`src/rtl/vga_pkg.sv`:
```
// Shared VGA types: monitor states and
// the measured-timing record.
package vga_pkg;

  localparam int MON_CW = 11;

  typedef enum logic [1:0] {
    SEARCH,
    MEASURE,
    VERIFY,
    LOCKED
  } mon_state_t;

  typedef struct packed {
    logic [MON_CW-1:0] h_total;
    logic [MON_CW-1:0] v_total;
    logic [MON_CW-1:0] h_active;
    logic [MON_CW-1:0] v_active;
  } timing_meas_t;

endpackage

```
`src/rtl/vga_if.sv`:
```
// VGA raster stream: counters, syncs,
// blanking and pixel colour.
interface vga_if;
  logic [10:0] hcount;
  logic [10:0] vcount;
  logic        hsync;
  logic        vsync;
  logic        hblnk;
  logic        vblnk;
  logic [11:0] rgb;

  modport in (
    input hcount, vcount, hsync,
    input vsync, hblnk, vblnk, rgb
  );

  modport out (
    output hcount, vcount, hsync,
    output vsync, hblnk, vblnk, rgb
  );
endinterface

```
`src/rtl/vga_sync_edge.sv`:
```
// Registers one sync/blank bit and flags
// its rising and falling edges.
module vga_sync_edge (
  input  logic clk,
  input  logic rst,
  input  logic d,
  output logic q,
  output logic rise,
  output logic fall
);

  logic q_d;

  // input register plus one-cycle history
  always_ff @(posedge clk) begin
    if (rst) begin
      q   <= 1'b0;
      q_d <= 1'b0;
    end else begin
      q   <= d;
      q_d <= q;
    end
  end

  assign rise = q & ~q_d;
  assign fall = ~q & q_d;

endmodule

```
`src/rtl/vga_timing_monitor.sv`:
```
// Measures incoming VGA timing, locks on a
// stable mode and regenerates x/y/de.
module vga_timing_monitor
  import vga_pkg::*;
#(
  parameter int CW          = MON_CW,
  parameter int LOCK_FRAMES = 2,
  parameter int ERR_CNT_W   = 8
) (
  input  logic                 clk,
  input  logic                 rst,
  vga_if.in                    in,
  output logic                 locked,
  output logic [CW-1:0]        h_total,
  output logic [CW-1:0]        v_total,
  output logic [CW-1:0]        h_active,
  output logic [CW-1:0]        v_active,
  output logic [CW-1:0]        x,
  output logic [CW-1:0]        y,
  output logic                 de,
  output logic                 err,
  output logic [ERR_CNT_W-1:0] err_cnt
);

  localparam logic [CW-1:0] CMAX = '1;
  localparam logic [3:0] LOCK_LAST =
    4'(LOCK_FRAMES - 1);

  logic [3:0] sig, lvl, rise, fall;
  logic hs_rise, vs_rise;
  logic hb, vb, hb_fall, vb_fall;

  mon_state_t state, nstate;
  timing_meas_t meas, cur;

  logic [CW-1:0] hc, ha, vc, va;
  logic [CW-1:0] h_first, a_first;
  logic [CW-1:0] line_len;
  logic line_first, frame_bad;
  logic [3:0] match_cnt;
  logic y_arm;

  logic tmo, line_diff, bad_now;
  logic frame_ok, line_mis;
  logic load_ref, inc_match, clr_match;
  logic mark_bad, err_set;

  assign sig = {in.vblnk, in.hblnk,
                in.vsync, in.hsync};

  for (genvar i = 0; i < 4; i++)
  begin : g_edge
    vga_sync_edge u_edge (
      .clk  (clk),
      .rst  (rst),
      .d    (sig[i]),
      .q    (lvl[i]),
      .rise (rise[i]),
      .fall (fall[i])
    );
  end

  assign hs_rise = rise[0];
  assign vs_rise = rise[1];
  assign hb      = lvl[2];
  assign vb      = lvl[3];
  assign hb_fall = fall[2];
  assign vb_fall = fall[3];

  assign line_len = hc + 1'b1;
  assign tmo = (state != SEARCH) &&
               (hc == CMAX) && !hs_rise;
  assign line_diff = hs_rise && !line_first &&
    (line_len != h_first || ha != a_first);
  assign bad_now = frame_bad | line_diff;
  assign line_mis = hs_rise &&
    (line_len != meas.h_total ||
     ha != meas.h_active);
  assign frame_ok = !bad_now && (cur == meas);

  // frame being closed; a line ending on the
  // same clock as vsync still belongs to it
  always_comb begin
    cur = '0;
    cur.h_total  = (line_first && hs_rise) ?
                   line_len : h_first;
    cur.h_active = (line_first && hs_rise) ?
                   ha : a_first;
    cur.v_total  = vc + CW'(hs_rise);
    cur.v_active = va + CW'(hs_rise & ~vb);
  end

  // per-line clock and active-clock counters
  always_ff @(posedge clk) begin
    if (rst || tmo || hs_rise) begin
      hc <= '0;
      ha <= '0;
    end else begin
      if (hc != CMAX) hc <= hc + 1'b1;
      if (!hb) ha <= ha + 1'b1;
    end
  end

  // per-frame line and active-line counters
  always_ff @(posedge clk) begin
    if (rst || tmo || vs_rise) begin
      vc <= '0;
      va <= '0;
    end else if (hs_rise) begin
      vc <= vc + 1'b1;
      if (!vb) va <= va + 1'b1;
    end
  end

  // first line of frame and consistency flag
  always_ff @(posedge clk) begin
    if (rst || tmo) begin
      line_first <= 1'b1;
      frame_bad  <= 1'b0;
      h_first    <= '0;
      a_first    <= '0;
    end else if (vs_rise) begin
      line_first <= 1'b1;
      frame_bad  <= 1'b0;
    end else begin
      if (hs_rise && line_first) begin
        h_first    <= line_len;
        a_first    <= ha;
        line_first <= 1'b0;
      end
      if (line_diff || mark_bad)
        frame_bad <= 1'b1;
    end
  end

  // state register
  always_ff @(posedge clk) begin
    if (rst) state <= SEARCH;
    else     state <= nstate;
  end

  // next-state and datapath controls
  always_comb begin
    nstate    = state;
    load_ref  = 1'b0;
    inc_match = 1'b0;
    clr_match = 1'b0;
    mark_bad  = 1'b0;
    err_set   = 1'b0;
    unique case (state)
      SEARCH: begin
        if (vs_rise) nstate = MEASURE;
      end
      MEASURE: begin
        if (tmo) begin
          nstate  = SEARCH;
          err_set = 1'b1;
        end else if (vs_rise && !bad_now) begin
          load_ref  = 1'b1;
          clr_match = 1'b1;
          nstate    = VERIFY;
        end
      end
      VERIFY: begin
        if (tmo) begin
          nstate  = SEARCH;
          err_set = 1'b1;
        end else if (vs_rise) begin
          if (!frame_ok) begin
            load_ref  = 1'b1;
            clr_match = 1'b1;
          end else if (match_cnt == LOCK_LAST) begin
            nstate = LOCKED;
          end else begin
            inc_match = 1'b1;
          end
        end
      end
      LOCKED: begin
        if (tmo) begin
          nstate  = SEARCH;
          err_set = 1'b1;
        end else if (line_mis ||
                     (vs_rise && !frame_ok)) begin
          nstate   = MEASURE;
          err_set  = 1'b1;
          mark_bad = !vs_rise;
        end
      end
      default: nstate = SEARCH;
    endcase
  end

  // state-decoded outputs
  always_comb begin
    locked = (state == LOCKED);
  end

  // reference timing and match counter
  always_ff @(posedge clk) begin
    if (rst) begin
      meas      <= '0;
      match_cnt <= '0;
    end else begin
      if (load_ref) meas <= cur;
      if (clr_match)
        match_cnt <= '0;
      else if (inc_match)
        match_cnt <= match_cnt + 1'b1;
    end
  end

  // error pulse and saturating error count
  always_ff @(posedge clk) begin
    if (rst) begin
      err     <= 1'b0;
      err_cnt <= '0;
    end else begin
      err <= err_set;
      if (err_set && err_cnt != '1)
        err_cnt <= err_cnt + 1'b1;
    end
  end

  // regenerated coordinates and data enable
  always_ff @(posedge clk) begin
    if (rst) begin
      x     <= '0;
      y     <= '0;
      de    <= 1'b0;
      y_arm <= 1'b0;
    end else begin
      de <= ~hb & ~vb;
      if (hb_fall) x <= '0;
      else if (!hb) x <= x + 1'b1;
      if (vb_fall) begin
        y     <= '0;
        y_arm <= hb_fall;
      end else if (hb_fall && !vb) begin
        if (y_arm) y <= y + 1'b1;
        else       y_arm <= 1'b1;
      end
    end
  end

  assign h_total  = meas.h_total;
  assign v_total  = meas.v_total;
  assign h_active = meas.h_active;
  assign v_active = meas.v_active;

endmodule

```
`src/flat_wrapper.sv`:
```
// flat-port wrapper written by rule: the top's interface ports become plain ports
module vga_timing_monitor_flat import vga_pkg::*;
#(
  parameter int CW          = MON_CW,
  parameter int LOCK_FRAMES = 2,
  parameter int ERR_CNT_W   = 8
)
  (clk, rst, locked, h_total, v_total, h_active, v_active, x, y, de, err, err_cnt, in_hcount, in_vcount, in_hsync, in_vsync, in_hblnk, in_vblnk, in_rgb);
  vga_if in_i ();
  input  logic clk;
  input  logic rst;
  output logic locked;
  output logic [CW-1:0] h_total;
  output logic [CW-1:0] v_total;
  output logic [CW-1:0] h_active;
  output logic [CW-1:0] v_active;
  output logic [CW-1:0] x;
  output logic [CW-1:0] y;
  output logic de;
  output logic err;
  output logic [ERR_CNT_W-1:0] err_cnt;
  input wire logic [$bits(in_i.hcount)-1:0] in_hcount;
  input wire logic [$bits(in_i.vcount)-1:0] in_vcount;
  input wire logic [$bits(in_i.hsync)-1:0] in_hsync;
  input wire logic [$bits(in_i.vsync)-1:0] in_vsync;
  input wire logic [$bits(in_i.hblnk)-1:0] in_hblnk;
  input wire logic [$bits(in_i.vblnk)-1:0] in_vblnk;
  input wire logic [$bits(in_i.rgb)-1:0] in_rgb;
  assign in_i.hcount = in_hcount;
  assign in_i.vcount = in_vcount;
  assign in_i.hsync = in_hsync;
  assign in_i.vsync = in_vsync;
  assign in_i.hblnk = in_hblnk;
  assign in_i.vblnk = in_vblnk;
  assign in_i.rgb = in_rgb;
  vga_timing_monitor #(.CW(CW), .LOCK_FRAMES(LOCK_FRAMES), .ERR_CNT_W(ERR_CNT_W)) u_core (.clk(clk), .rst(rst), .in(in_i), .locked(locked), .h_total(h_total), .v_total(v_total), .h_active(h_active), .v_active(v_active), .x(x), .y(y), .de(de), .err(err), .err_cnt(err_cnt));
endmodule
```
`config.mk`:
```
export PLATFORM = sky130hd
export DESIGN_NAME = vga_timing_monitor_flat
export DESIGN_NICKNAME = d
export VERILOG_FILES = /design/src/rtl/vga_pkg.sv /design/src/rtl/vga_if.sv /design/src/rtl/vga_sync_edge.sv /design/src/rtl/vga_timing_monitor.sv /design/src/flat_wrapper.sv
export SDC_FILE = /design/constraint.sdc
export NUM_CORES = 1
export LEC_CHECK = 0
export CORE_UTILIZATION = 49
export DETAILED_ROUTE_END_ITERATION = 8
export DONT_BUFFER_PORTS = 1
export SLEW_MARGIN = 20
export SYNTH_ARGS = -nofsm -noshare
export SYNTH_HDL_FRONTEND = slang
export SYNTH_HIERARCHICAL = 1
export SYNTH_SLANG_ARGS = --single-unit
```
`constraint.sdc`:
```
create_clock -name clk -period 7.1 [get_ports clk]
set_clock_uncertainty 0.05 [all_clocks]
set_input_delay 0.71 -clock clk [delete_from_list [all_inputs] [get_ports clk]]
set_output_delay 0.71 -clock clk [all_outputs]
set_load 0.01 [all_outputs]
```
==> results.txt, run 1 <==
The run finished, with violations left. The checks that failed: design-rule violations. The clock net in this run drives a total of 159 sinks. The run gives 0.00922 mm^2 as the cell area after technology mapping. The first routing iteration left 531 violations. Clock-pin slew was measured on the worst setup and hold paths at 0.07 ns. Measured on the finished design, the core utilization comes to 53.9%. The critical path is of the flip-flop to flip-flop type. The static leakage is 0.00358 uW. Setup violations remaining at the end of the flow were counted as 0.

After global routing the overflow that remains totals 0. In this design, the critical path's most frequently occurring cell is buf_4. The actual transition at the worst max-transition pin came out at 1.09 ns. Global routing consumed, over all layers together, 25.1% of the routing resources. The cell family contributing the most delay on the critical path is simple AND/OR/NAND/NOR gates. The critical path goes through nor2b_1 -> buf_4 -> inv_1 -> nor2_1 -> ha_1 -> ha_1 -> nand3_1 -> nor2_1 -> xnor2_1 -> a2111oi_0 -> and4_1 -> nand4_1 -> o21ai_2 -> buf_4 -> a21o_1 -> buf_4 -> mux2_1. The final critical path takes up 73.5% of the cycle.

The fraction of final layout cells with drive strength greater than 1 is 5.97%, and the part of the power in registers is 46.0%. Average routed wire per standard cell: 17.8 um. The total count of max-transition violations in the final report came out at 0.

The TritonCTS buffer count was 17; the routed via count divided by cell count was 5.84. Net switching is 27.3% of the power. For the maximum resistive drop on vdd, the log shows 162 uV. The number of hold buffers added after CTS was 0. The tools report the buffer depth of the longest clock path as 2.

From left edge to right edge, the die measures 139 um. The number of setup buffers added after CTS is 0. TritonCTS built the clock tree. The total wirelength of the detailed-routed design is 23.5 mm, and the relative slew slack is 26.9%.

The slowest stage of the critical path belongs to the cell a2111oi_0. In the detailed route, the total length drawn on met3 is 1.36 mm. The number of antenna diodes in the final layout is 0.

The final standard cell area without fillers is 0.00982 mm^2. Data on the critical path arrives at its endpoint at 5.48 ns. The worst setup path is launched from a flip-flop. At the end of the flow, the number of nets in the layout was 1134. The tools report the number of antenna violations at the first check in global routing as 0. The logs give 1317 for the count of non-filler cells in the finished layout and 57 for the pin count of the biggest net entering global routing. In this run the tool buffered the top-level ports with 0 buffer cells. The number of global-route vias before repair was 6879. The logs give 38.4 mm for the wire length of the first global-routing pass and 9.5% for the combinational group share of total power.

The tools report the via count of the routed design as 7689. Area growth from synthesis to final layout: 6.54%. The synthesized net count came out at 1186. The logs give 0.294 ns for the final hold slack and 0 ns for the setup total negative slack.

The remaining design rule violation count was 8. The cell at the root of the clock tree is clkbuf_16. The mean area per synthesized cell was 8.18 um^2; the minimum setup slack among reg-to-reg paths was 1.88 ns. Internal power comes to 1480 uW. In this run the worst hold path is classified as input port to flip-flop. For this run, the detailed router's first-pass iteration total came to 7. In this run the standard cell core region covers 0.0182 mm^2. The run gives 0 as the final antenna-violating net count.

The clock network burns 44.5% of the power. Number of H-tree levels: 4. The logs give 0.00924 mm^2 for the post-detailed-placement cell area and 0.874 for the last weighted congestion value of the routability-driven placer. For the total of max-cap violations, the log shows 0. Routed signal wires occupy layers up through met4. The run gives 1127 as the cell count after synthesis.

The clock network latency to the later pin of the worst-skew pair came out at 0.43 ns. Of all nets on the critical path, the largest fanout is 19. The initial utilization of the core area, before any placement, comes to 50.6%.

For the endpoint required time on the critical path, the log shows 7.37 ns. For the number of rows in the core area, the log shows 49. The sum of met2 wire segment lengths after detailed routing was 10.3 mm; the total I/O pin count was 117.

For this run, the slowest stage of the critical path takes 0.50 ns. The die is 139 um tall. The tools report the cell count after placement as 1285. Yosys printed 6 warnings. The detailed router put a total of 11.4 mm of wire on met1. The tools report the number of hold-slack violations in the final timing report as 0. In this run the power density over the cells is 208 mW/mm^2. The logs give 192 MHz for the achievable clock frequency and 0 for the post-cts repair resize count. Summed over all nets, the switching power comes to 558 uW. The worst setup path is captured at a flip-flop. The die covers 0.0194 mm^2. Counting both buffers and inverters, the worst setup path holds a total of 4.

Setup repair after global routing left no endpoint under its margin. After layout, the minimum clock period comes to 5.22 ns. The detailed placer's ending HPWL was 16.5 mm.
-- registers in the layout, indices dropped and copies added (netlist names), 4 cells and up --
| signal | flops |
|---|---|
| u_core/va | 11 |
| u_core/x | 11 |
| u_core/g_edge.u_edge/q_d | 4 |
| u_core/err_cnt | 8 |
| u_core/y | 11 |
| u_core/a_first | 11 |
| u_core/vc | 11 |
| u_core/h_total | 11 |
| u_core/v_active | 11 |
| u_core/h_active | 11 |
| u_core/h_first | 11 |
| u_core/g_edge.u_edge/q | 4 |
| u_core/ha | 11 |
| u_core/v_total | 11 |
| u_core/match_cnt | 4 |
| u_core/hc | 11 |
-- cell usage in the layout (no fill, tap or decap), types with 31 or more instances in the layout --
cell type  instances
xor2_1            67
nor3_1            33
nor2_1            86
xnor2_1           72
dfxtp_1          159
mux2i_1           34
nand3_1           31
inv_1             33
nand2_1          151
a21oi_1           53
a211oi_1          43
-- per-stage QoR --
stage	setup WS [ns]	power (uW)
floorplan	3.12	1100
global placement	1.94	1150
detailed placement	1.90	1150
CTS	1.88	2060
global route	1.31	2120
finish	1.88	2040
-- path summary, 6_finish.rpt --
check	start	depth (start not counted)	end
worst max-delay path	u_core/g_edge[0].u_edge/q	17	u_core/v_active[5]
worst min-delay path	rst	1	u_core/de
worst max register to register	u_core/g_edge[0].u_edge/q	17	u_core/v_active[5]
worst min register to register	u_core/g_edge[0].u_edge/q	1	u_core/g_edge[0].u_edge/q_d
-- area by class of cell --
type	instances	area [um^2]
timing repair buffer	10	75.1
sequential	159	3180
fill	1722	8390
clock inverter	14	144
tap	229	287
multi-input combinational	853	5560
clock buffer	18	439
inverter	34	128
-- power by group through the flow --
stage	sequential, uW	combinational, uW	clock (uW)
floorplan	945	154	0
detailed placement	958	191	0
finish	938	194	908
global placement	957	190	0
CTS	937	193	929
global route	940	214	970
-- per-layer routing --
layer,vias to the layer above,global-route usage (%)
li1,3848,-
met1,3610,35.9
met2,206,38.2
met3,25,4.35
met4,0,7.72
met5,-,0
No activity file was read; power rests on OpenSTA's default activity.
==> run 2, diff against run 1 <==
- clock period: 7.1 -> 5.4 ns (I/O delays scaled with it)
==> results.txt, run 2 (synthesis results as in run 1) <==
The number of H-tree levels came out at 4 (unchanged). The total I/O pin count is 117 (unchanged). The buffer depth of the longest clock path was 2 (unchanged). The sink count of the clock tree is 159 (unchanged), and the via count of the routed design is 7714 (+0.33%). The tools report the static leakage as 0.00359 uW (+0.45%). The number of antenna violations at the first check in global routing was 0 (unchanged). The endpoint of the lowest-slack register-to-register path was u_core/v_active[10].

The startpoint identified for the worst register-to-register timing path is u_core/hc[0]. The area of the die is 0.0194 mm^2 (unchanged), and the number of setup buffers added after CTS is 0 (unchanged). The relative slew slack was 28.3% (+1.4 points); the endpoint required time on the critical path was 5.67 ns (-1.70 ns). The tools report the number of hold buffers added after CTS as 0 (unchanged). The run gives 1707 (-0.87%) as the final-layout fill cell count. The number of rows in the core area was 49 (unchanged). The run finished, with violations left. In this run the worst hold path is classified as input port to flip-flop. The worst endpoint data arrival time was 4.89 ns (-0.59 ns); the area growth from synthesis to final layout was 6.87%. The run gives 0 (unchanged) as the final antenna-violating net count. The total of max-cap violations was 0 (unchanged).

The chip width was 139 um (unchanged). The tools report the maximum resistive drop on vdd as 234 uV (+44%). The tools report the endpoint of the worst setup timing path as u_core/v_active[10]. The area of combinational cells with multiple inputs is 0.00556 mm^2 (unchanged), and the starting DRC count in detailed routing is 547 (+3.0%). The clock network latency to the later pin of the worst-skew pair was 0.43 ns (about the same); the number of nets in the layout was 1139 (+0.44%). The number of buffers inserted by port buffering is 0 (unchanged), and the detailed placer's ending HPWL is 16.8 mm (+2.0%). The post-cts repair resize count is 0 (unchanged). For the wire length of the first global-routing pass, the log shows 38.4 mm (about the same). The final design utilization came out at 54.1% (+0.16 points).

The most common cell after layout, fill and taps aside was dfxtp_1. The routed via count divided by cell count works out to 5.84 (about the same). The pin count of the biggest net entering global routing is 57 (unchanged), and the die outline height is 139 um (unchanged). Power density normalized to cell area: 272 mW/mm^2 (+31%). The clock transition at the registers of the reported paths was 0.06 ns (about the same). Number of hold-slack violations in the final timing report: 0 (unchanged). The remaining design rule violation count is 8 (unchanged), and the total count of max-transition violations in the final report is 0 (unchanged).

The run gives 0.128 ns (-0.166 ns) as the final hold slack. The startpoint class of the critical path was a flip-flop. For the all-layer global routing usage, the log shows 25.1% (+0.060 points). The number of diodes was 0 (unchanged); the achievable clock frequency was 216 MHz (+13%). The final reports fail on design-rule violations. Total wirelength of the detailed-routed design: 23.9 mm (+1.6%). The startpoint-to-endpoint class of the critical path was flip-flop to flip-flop. The actual transition at the worst max-transition pin came out at 1.07 ns (-0.0213 ns). The tools report the final-report setup violation count as 0 (unchanged). The number of global-route vias before repair is 7114 (+3.4%), and the final period demand of the worst path is 4.62 ns (-0.591 ns). The worst setup path is captured at a flip-flop. Area taken by flip-flops and latches: 0.00318 mm^2 (unchanged). For the setup total negative slack, the log shows 0 ns (unchanged). The tools report the number of iterations in the first detailed-routing pass as 7 (unchanged). Highest net fanout along the worst path: 14 (-5). Startpoint of the most critical setup path: u_core/hc[0]. Initial standard-cell utilization of the core: 50.6% (unchanged). In the layout the commonest cells are dfxtp_1, nand2_1, nor2_1.

The logs give 0.894 (+2.3%) for the last weighted congestion value of the routability-driven placer and 0.00927 mm^2 (+0.41%) for the post-detailed-placement cell area. The ratio of final minimum period to clock period works out to 85.6% (+12 points). The run gives 0.78 ns (-1.11 ns) as the minimum setup slack among reg-to-reg paths. The TritonCTS buffer count came out at 17 (unchanged). The fraction of final layout cells with drive strength greater than 1 is 6.22% (+0.25 points). Setup repair after global routing left no endpoint under its margin. Average routed wire per standard cell: 18.1 um (+1.2%). For the final standard cell area without fillers, the log shows 0.00985 mm^2 (+0.31%). Placeable core region: 0.0182 mm^2 (unchanged). CTS placed an instance of clkbuf_16 at the clock tree root. The cell count after placement is 1290 (+0.39%), and the worst-case reg-to-reg path depth is 11 (-6).

The count of non-filler cells in the finished layout came out at 1322 (+0.38%). The leftover overflow at the end of global routing is 0 (unchanged). TritonCTS built the clock tree.
run 2: cell count changes in the layout (fill, tap and decap cells not counted):
cell,previous run,this run
buf_4,10,15
clkinv_4,3,1
clkbuf_1,0,2
clkinvlp_4,2,3
clkinv_2,0,1
clkbuf_8,1,3
inv_8,1,0
inv_6,7,4
run 2: critical path: stages (launching register included):
cell and delay [ns]:
dfxtp_1 0.59, ha_1 0.32, nand3_2 0.32, nor3_4 0.48
nand2_1 0.42, o21ai_0 0.45, a211oi_1 0.17, nand4_1 0.32
o21ai_2 0.22, a21oi_2 0.43, buf_4 0.37, mux2_1 0.35
run 2: worst min path at each step:
stage | startpoint | endpoint | depth (start not counted)
6_report | rst | u_core/de | 1
3_3_place_gp | u_core/g_edge[0].u_edge/q | u_core/g_edge[0].u_edge/q_d | 1
3_5_place_dp | u_core/g_edge[1].u_edge/q | u_core/g_edge[1].u_edge/q_d | 1
5_1_grt | rst | u_core/g_edge[2].u_edge/q | 1
4_1_cts | rst | u_core/y_arm | 1
2_1_floorplan | u_core/g_edge[0].u_edge/q | u_core/g_edge[0].u_edge/q_d | 1
run 2: report_power, final:
part	internal [uW]	switching, uW
combinational	94.4	165
sequential	1200	37.1
clock	677	508
total	1970	711
run 2: stage by stage:
| stage | power (uW) | worst slack (ns) |
|---|---|---|
| 4_1_cts | 2700 | 0.823 |
| 2_1_floorplan | 1450 | 1.42 |
| 6_report | 2680 | 0.776 |
| 3_5_place_dp | 1510 | 0.853 |
| 3_3_place_gp | 1510 | 0.900 |
| 5_1_grt | 2780 | 0.402 |
run 2: final cells by class:
type | instances | area share [%]
sequential | 159 | 32.3
inverter | 34 | 1.30
timing repair buffer | 15 | 1.14
clock buffer | 22 | 4.82
multi-input combinational | 853 | 56.5
tap | 229 | 2.91
clock inverter | 10 | 1.03
run 2: routing by layer:
metal | global-route usage, % | part of all wire (%) | vias to the layer above
li1 | - | - | 3847
met1 | 34.9 | 48 | 3650
met2 | 39.9 | 45 | 191
met3 | 4.63 | 5.1 | 26
met4 | 6.90 | 1.4 | 0
met5 | 0 | 0 | -
